--- src/rtl/memory_arbiter.sv ---
// memory_arbiter
// Serializes per-core instruction fetches and data reads/writes onto one
// single-ported RAM and returns per-core wait/load responses.
//
// Build option:
//   MEMARB_FAIRNESS_EN  defined   -> round-robin among cores via pointer rr
//   MEMARB_FAIRNESS_EN  undefined -> fixed priority, lowest core index first
// In both builds data requests beat instruction requests.
//
// Handshake: a core holds its request line (iREN, or dREN/dWEN) high together
// with address/data until the matching wait bit reads 0 in a cycle; that cycle
// is the acknowledge, and the load bus carries ramload only during it. A core
// that is requesting and not being acknowledged always sees wait=1; a core that
// is not requesting sees wait=0. Dropping the request before the acknowledge
// abandons it without a response.
//
// RAM outputs and acknowledges are combinational from state, gnt and inputs;
// state, gnt and rr are the only flops. arb_state mirrors the FSM state
// (IDLE=0, DACC=1, IACC=2) for observation.
module memory_arbiter #(
    parameter int CPUS = 2
) (
    input  logic                   CLK,
    input  logic                   nRST,
    input  logic [CPUS-1:0]        iREN,
    input  logic [CPUS-1:0]        dREN,
    input  logic [CPUS-1:0]        dWEN,
    input  logic [CPUS-1:0][31:0]  iaddr,
    input  logic [CPUS-1:0][31:0]  daddr,
    input  logic [CPUS-1:0][31:0]  dstore,
    output logic [CPUS-1:0]        iwait,
    output logic [CPUS-1:0]        dwait,
    output logic [CPUS-1:0][31:0]  iload,
    output logic [CPUS-1:0][31:0]  dload,
    output logic                   ramREN,
    output logic                   ramWEN,
    output logic [31:0]            ramaddr,
    output logic [31:0]            ramstore,
    input  logic [31:0]            ramload,
    input  logic [1:0]             ramstate,
    output logic [1:0]             arb_state
);

    localparam int IW = (CPUS > 1) ? $clog2(CPUS) : 1;
    localparam logic [IW:0] CPUS_W = (IW+1)'(CPUS);

    localparam logic [1:0] RAM_ACCESS = 2'd2;
    localparam logic [1:0] RAM_ERROR  = 2'd3;

    typedef enum logic [1:0] {
        IDLE = 2'd0,
        DACC = 2'd1,
        IACC = 2'd2
    } state_t;

    state_t          state;
    logic [IW-1:0]   gnt;
    logic [IW-1:0]   start;
    logic [CPUS-1:0] dreq;
    logic            d_found;
    logic            i_found;
    logic [IW-1:0]   d_idx;
    logic [IW-1:0]   i_idx;
    logic            cur_req;
    logic            ack;

    // Core index (base + inc) modulo CPUS; base < CPUS and inc < CPUS.
    function automatic logic [IW-1:0] wrap_add(input logic [IW-1:0] base,
                                               input logic [IW:0]   inc);
        logic [IW:0] s;
        s = {1'b0, base} + inc;
        if (s >= CPUS_W) begin
            s = s - CPUS_W;
        end
        return s[IW-1:0];
    endfunction

    assign dreq      = dREN | dWEN;
    assign arb_state = state;

`ifdef MEMARB_FAIRNESS_EN
    logic [IW-1:0] rr;
    logic [IW-1:0] next_rr;

    // The search starts at the round-robin pointer.
    assign start   = rr;
    assign next_rr = wrap_add(gnt, (IW+1)'(1));
`else
    // Fixed priority: the search always starts at core 0.
    assign start = '0;
`endif

    // Find the first requesting core at or after start, per request class.
    always_comb begin : pick
        logic [IW-1:0] cand;
        cand    = '0;
        d_found = 1'b0;
        d_idx   = '0;
        i_found = 1'b0;
        i_idx   = '0;
        for (int k = 0; k < CPUS; k++) begin
            cand = wrap_add(start, (IW+1)'(k));
            if (!d_found && dreq[cand]) begin
                d_found = 1'b1;
                d_idx   = cand;
            end
            if (!i_found && iREN[cand]) begin
                i_found = 1'b1;
                i_idx   = cand;
            end
        end
    end

    // The granted request is still held, and whether the RAM completes it now.
    always_comb begin
        cur_req = 1'b0;
        case (state)
            DACC:    cur_req = dreq[gnt];
            IACC:    cur_req = iREN[gnt];
            default: cur_req = 1'b0;
        endcase
        ack = cur_req && (ramstate == RAM_ACCESS);
    end

    // Arbitration FSM: grant in IDLE, hold the RAM until ACCESS, ERROR or abandon.
    always_ff @(posedge CLK or negedge nRST) begin
        if (!nRST) begin
            state <= IDLE;
            gnt   <= '0;
`ifdef MEMARB_FAIRNESS_EN
            rr    <= '0;
`endif
        end else begin
            case (state)
                IDLE: begin
                    if (d_found) begin
                        state <= DACC;
                        gnt   <= d_idx;
                    end else if (i_found) begin
                        state <= IACC;
                        gnt   <= i_idx;
                    end
                end
                DACC, IACC: begin
                    if (!cur_req || ramstate == RAM_ERROR) begin
                        // Abandoned or failed: back to IDLE, the request
                        // (if still held) is re-arbitrated from scratch.
                        state <= IDLE;
                    end else if (ramstate == RAM_ACCESS) begin
                        state <= IDLE;
`ifdef MEMARB_FAIRNESS_EN
                        rr    <= next_rr;
`endif
                    end
                end
                default: begin
                    state <= IDLE;
                end
            endcase
        end
    end

    // RAM side: drive the granted core's request; nothing in IDLE.
    always_comb begin
        ramREN   = 1'b0;
        ramWEN   = 1'b0;
        ramaddr  = '0;
        ramstore = '0;
        case (state)
            DACC: begin
                // A write wins when a core raises both enables.
                ramWEN   = dWEN[gnt];
                ramREN   = dREN[gnt] & ~dWEN[gnt];
                ramaddr  = daddr[gnt];
                ramstore = dstore[gnt];
            end
            IACC: begin
                ramREN  = 1'b1;
                ramaddr = iaddr[gnt];
            end
            default: begin
                ramREN   = 1'b0;
                ramWEN   = 1'b0;
                ramaddr  = '0;
                ramstore = '0;
            end
        endcase
    end

    // Core side: wait follows the request except on the acknowledged port.
    always_comb begin
        iwait = iREN;
        dwait = dreq;
        iload = '0;
        dload = '0;
        if (ack) begin
            if (state == DACC) begin
                dwait[gnt] = 1'b0;
                dload[gnt] = ramload;
            end else begin
                iwait[gnt] = 1'b0;
                iload[gnt] = ramload;
            end
        end
    end

endmodule

--- config.mk ---
export PLATFORM = sky130hd
export DESIGN_NAME = memory_arbiter
export DESIGN_NICKNAME = d
export VERILOG_FILES = /design/src/rtl/memory_arbiter.sv
export SDC_FILE = /design/constraint.sdc
export NUM_CORES = 1
export LEC_CHECK = 0
export ABC_AREA = 1
export BUFFER_PORTS_ARGS = -buffer_cell sky130_fd_sc_hd__buf_2
export CAP_MARGIN = 20
export CELL_PAD_IN_SITES_DETAIL_PLACEMENT = 0
export CELL_PAD_IN_SITES_GLOBAL_PLACEMENT = 2
export CORE_ASPECT_RATIO = 0.8
export CORE_MARGIN = 4
export CORE_UTILIZATION = 10
export CTS_CLUSTER_SIZE = 14
export DETAILED_ROUTE_END_ITERATION = 10
export MAX_ROUTING_LAYER = met4
export PLACE_DENSITY_LB_ADDON = 0.12
export SYNTH_ARGS = -nofsm -noshare
export SYNTH_HDL_FRONTEND = slang
export SYNTH_SLANG_ARGS = --single-unit
--- constraint.sdc ---
create_clock -name CLK -period 2.3 [get_ports CLK]
set_input_delay 0.23 -clock CLK [delete_from_list [all_inputs] [get_ports CLK]]
set_output_delay 0.23 -clock CLK [all_outputs]
set_load 0.01 [all_outputs]
=== Word level (Yosys, flattened, before mapping) ===
Cells that the tools add are included.

* Flip-flop bits (word level): 3
* Input port bits: 234
* Output and inout bits: 200

* Order comparisons: 2
* Equal/unequal tests: 6
* Muxes and demuxes: 44
* Bitwise gates (word level): 7
* Reductions and logical operators: 13

{| class="wikitable"
|+ Operators with widths
! kind !! count
|-
| two-way mux 32 bit || 8
|-
| two-way mux 64 bit || 4
|-
| AND 64 bit || 1
|-
| one-hot mux 32 bit (2 select lines) || 1
|-
| demux 32 bit (select 1 bit) || 1
|-
| two-way mux 1 bit || 18
|-
| two-way mux 2 bit || 8
|-
| == test 2 bit (second input constant) || 3
|-
| != test 3 bit (second input constant) || 2
|-
| AND 2 bit || 2
|-
| logical AND 1 bit || 4
|-
| one-hot mux 1 bit (2 select lines) || 2
|-
| one-hot mux 2 bit (2 select lines) || 1
|-
| AND reduction 2 bit || 2
|-
| logical NOT 1 bit || 3
|-
| == test 2 x 1 -> 1 bit (second input constant) || 1
|-
| logical NOT 2 bit || 1
|-
| less-than comparator 1 x 2 -> 1 bit (second input constant) || 1
|-
| NOT 2 bit || 1
|-
| OR 2 bit || 1
|-
| nonzero test 2 bit || 1
|-
| OR reduction 2 bit || 1
|-
| AND 1 bit || 1
|-
| demux 1 bit (select 1 bit) || 1
|-
| 3 further kinds || 3
|}

=== Longest topological paths before layout ===
* Word-level depth: 8
* Gate-level depth with buffers: 11
* Mapped depth without buffers: 10

=== Worst setup path after synthesis ===
No wires, ideal clock.

* Path kind: register to output
* Start point: reg state[1], in the netlist arb_state[1]
* End point: out iload[33] (netlist bit)
* Arrival: 1.765 ns
* Required time: 2.070 ns
* Path slack: 0.305 ns
* Stages on the path, launching flop included: 11
* Cell sequence: dfrtp_1 -> inv_1 -> ha_1 -> buf_2 -> inv_2 -> nor2_2 -> nand2_1 -> nand3_2 -> nand4_1 -> buf_2 -> nor3_1

{| class="wikitable"
|+ RTL lines
! item !! line !! RTL
|-
| from (decl) || 56 || <nowiki>state_t state;</nowiki>
|-
| from (signal assigned) || 128 || <nowiki>state <= IDLE;</nowiki>
|-
| from (signal assigned) || 137 || <nowiki>state <= DACC;</nowiki>
|-
| from (signal assigned) || 140 || <nowiki>state <= IACC;</nowiki>
|-
| to (decl) || 33 || <nowiki>output logic [CPUS-1:0][31:0] iload,</nowiki>
|}

==> out/metrics.cfg <==
[outcome]
outcome = complete, no violations

[sta]
hold_violations = 0
finClkSkew_ns = 0.003987
setup_tns_ns = 0
slew_viol_final = 0
tightestPinTransition_ns = 0.4568
whs_ns = 0.3639
period_share = 0.9593
fin_crit_ns = 2.206
maxSlewHeadroom = 0.6955
rsz0062_at_grt = true
max_freq_mhz = 453.2
setup_violations = 0

[synth]
yosys.area_share.simple = 0.5147
synth-main-ff-cell = dfrtp_1
synthCells = 534
synth_edf_count = 0
synthAdderAreaFrac = 0.01427
ys_seq_elements = 3
synth_cell_types = 25
synthXorXnorAreaFrac = 0
muxShareOfSynthArea = 0
synth_fp_nets = 771
yosysWarnings = 0
syn_area_per_cell_um2 = 4.925
synth_async_sr_flop_share = 1.000
yosysSeqAreaShare = 0.02854
syn_area_um2 = 2630
synth_compound_area_frac = 0.2664
synth_top_family_by_area = simple AND/OR/NAND/NOR gates

[placed_design]
placed_cells = 1280
gp_congestion = 0.7834
dp_hpwl_mm = 17.34
io_buffers = 433

[finish]
post-route-util = 0.2201
area_growth_pct = 114.0
drive_gt1_frac = 0.5472
instances_no_fill = 1300
final_nets = 1181

[routing]
avgRoutedWirePerCell_um = 17.61
num_vias = 5202
drtPass1Iterations = 4
via_per_inst = 4.002
drc = 0
antenna_left = 0
drtIter0Drc = 143
drt_wl_total_mm = 22.90

[pwr]
ir_drop_v = 0.0004493
power.density_nw_per_um2 = 676.6
p_leak_nw = 3.275

[worst_setup_path]
timing.rr.end = arb_state[0]
start_kind = flop
worst_ep_required_time_ns = 2.07
cp_max_fo = 16
reg2reg_slack_ns = 0.74
critPathCaptureType = output pin
arrival_ns = 1.98
critPathKind = flop to output pin
r2r_cells = 9
reg2reg_from = arb_state[0]

[die]
die-area_um2 = 28970
coreArea_um2 = 25570
die_x_um = 189.3
die_h_um = 153.1
io_pins = 434
rows = 52
start_util = 0.1029

[clock_network]
cts_tree = yes
ctsLongestPathBuffers = 2
clk_latency_ns = 0.22
cts_root_buffer = clkbuf_16
cts_sinks = 3
clk_pin_slew_ns = 0.03
htreeDepth = 1
numCtsBuffers = 3

[global_route]
overflow = 0
first_global_vias = 5289
grt_start_max_net_pins = 67
track_usage = 0.1434
antenna_found_initial = 4
grt_pass1_wl_mm = 32.17

[min_path]
hold_path.class = input port to async pin

[job]
maxCapViolCount = 0

-- where the power goes --
group          switching [mW]  internal (mW)
clock network          0.0485          0.229
logic                    2.15           1.28
registers              0.0342         0.0701
total                    2.23           1.58
-- registers in the layout, summed over array words and instances (netlist names) --
register	cells
arb_state	2
gnt	1
-- Yosys cell counts, types with 2 or more instances --
cell      instances  area (um^2)
nand4_1           2        12.51
buf_6             9        101.4
dfrtp_1           3        75.07
a22o_1           32        280.3
a31oi_1          32        200.2
nand3_1          37        185.2
ha_1              3        37.54
clkbuf_1         26        97.59
nand2_1          80        300.3
inv_1            46        172.7
nor2_1          164        615.6
nand3_4           2        35.03
inv_2             3        11.26
nor2_2            2        12.51
buf_1             2        7.510
nor3_1           32        160.2
buf_2            13        65.06
o21ai_0          36        180.2
a41oi_1           4        35.03
-- cell usage in the layout (no fill, tap or decap), drive strengths merged --
cell type    instances
o21ai               36
nand2               81
nand3b               1
diode                6
inv                 49
nand4                2
dlygate4sd3          1
nand3               40
dfrtp                3
a22o                32
a21oi                1
ha                   3
nor3                32
and2                 1
a31oi               32
clkbuf               8
buf                451
a41oi                4
nor2               166
-- worst max-delay path, stage by stage (launching register included) --
cell	delay [ns]
dfrtp_1	0.41
inv_2	0.09
ha_4	0.15
inv_2	0.06
nor2_4	0.15
nand2_2	0.08
nand3_4	0.09
nand4_1	0.09
buf_6	0.15
clkbuf_16	0.19
nor3_2	0.13
buf_2	0.16
-- worst max-delay path by stage --
stage	start	endpoint	slack, ns	depth (start not counted)
after floorplan	arb_state[1]	iload[33]	0.30	10
after global placement	arb_state[1]	iload[26]	0.20	11
after detailed placement	arb_state[1]	dload[59]	0.20	11
after CTS	arb_state[1]	dload[59]	0.02	11
after global routing	arb_state[1]	iload[56]	-0.06	11
final	arb_state[1]	iload[56]	0.09	11
-- cell families after synthesis --
family	count (synthesis)
buffers and inverters	100
flip-flops	3
AND/OR/NAND/NOR	323
adder cells (fa/ha/maj)	3
AO/OA/AOI/OAI	105
-- cell type report --
cell class              count  area, um^2
inverters                  49       186.4
clock buffers               4       78.83
diodes                      6       15.01
multi-input cells         431        2315
fillers                  3070       19940
well taps                 351       439.2
repair buffers            456        2519
flip-flops and latches      3       75.07
-- per-stage QoR --
stage	setup slack [ns]	power (mW)	area (um^2)
final	0.09356	3.808	5628
after floorplan	0.3048	1.953	2630
after CTS	0.02420	3.622	5256
after detailed placement	0.1952	3.302	5147
after global routing	-0.06443	4.188	5623
after global placement	0.2031	3.342	5147
-- metal layers --
metal	vias up	global-route usage	wire length, um
met5	-	-	0
met4	0	0.02238	321
met3	20	0.02006	1330
met2	234	0.2775	12140
met1	2357	0.1584	9105
li1	2591	-	-
-- what timing repair did --
| action | 4_1_cts | 5_1_grt |
|---|---|---|
| endpoints found under the hold margin | 3 | 0 |
| resized for setup | 3 | 54 |
| buffers inserted | 0 | 4 |
| hold buffers | 1 | 0 |
| pin swaps | 0 | 2 |
| endpoints found under the setup margin | 103 | 137 |
| gates cloned | 0 | 5 |
No activity file was read; power rests on OpenSTA's default activity.
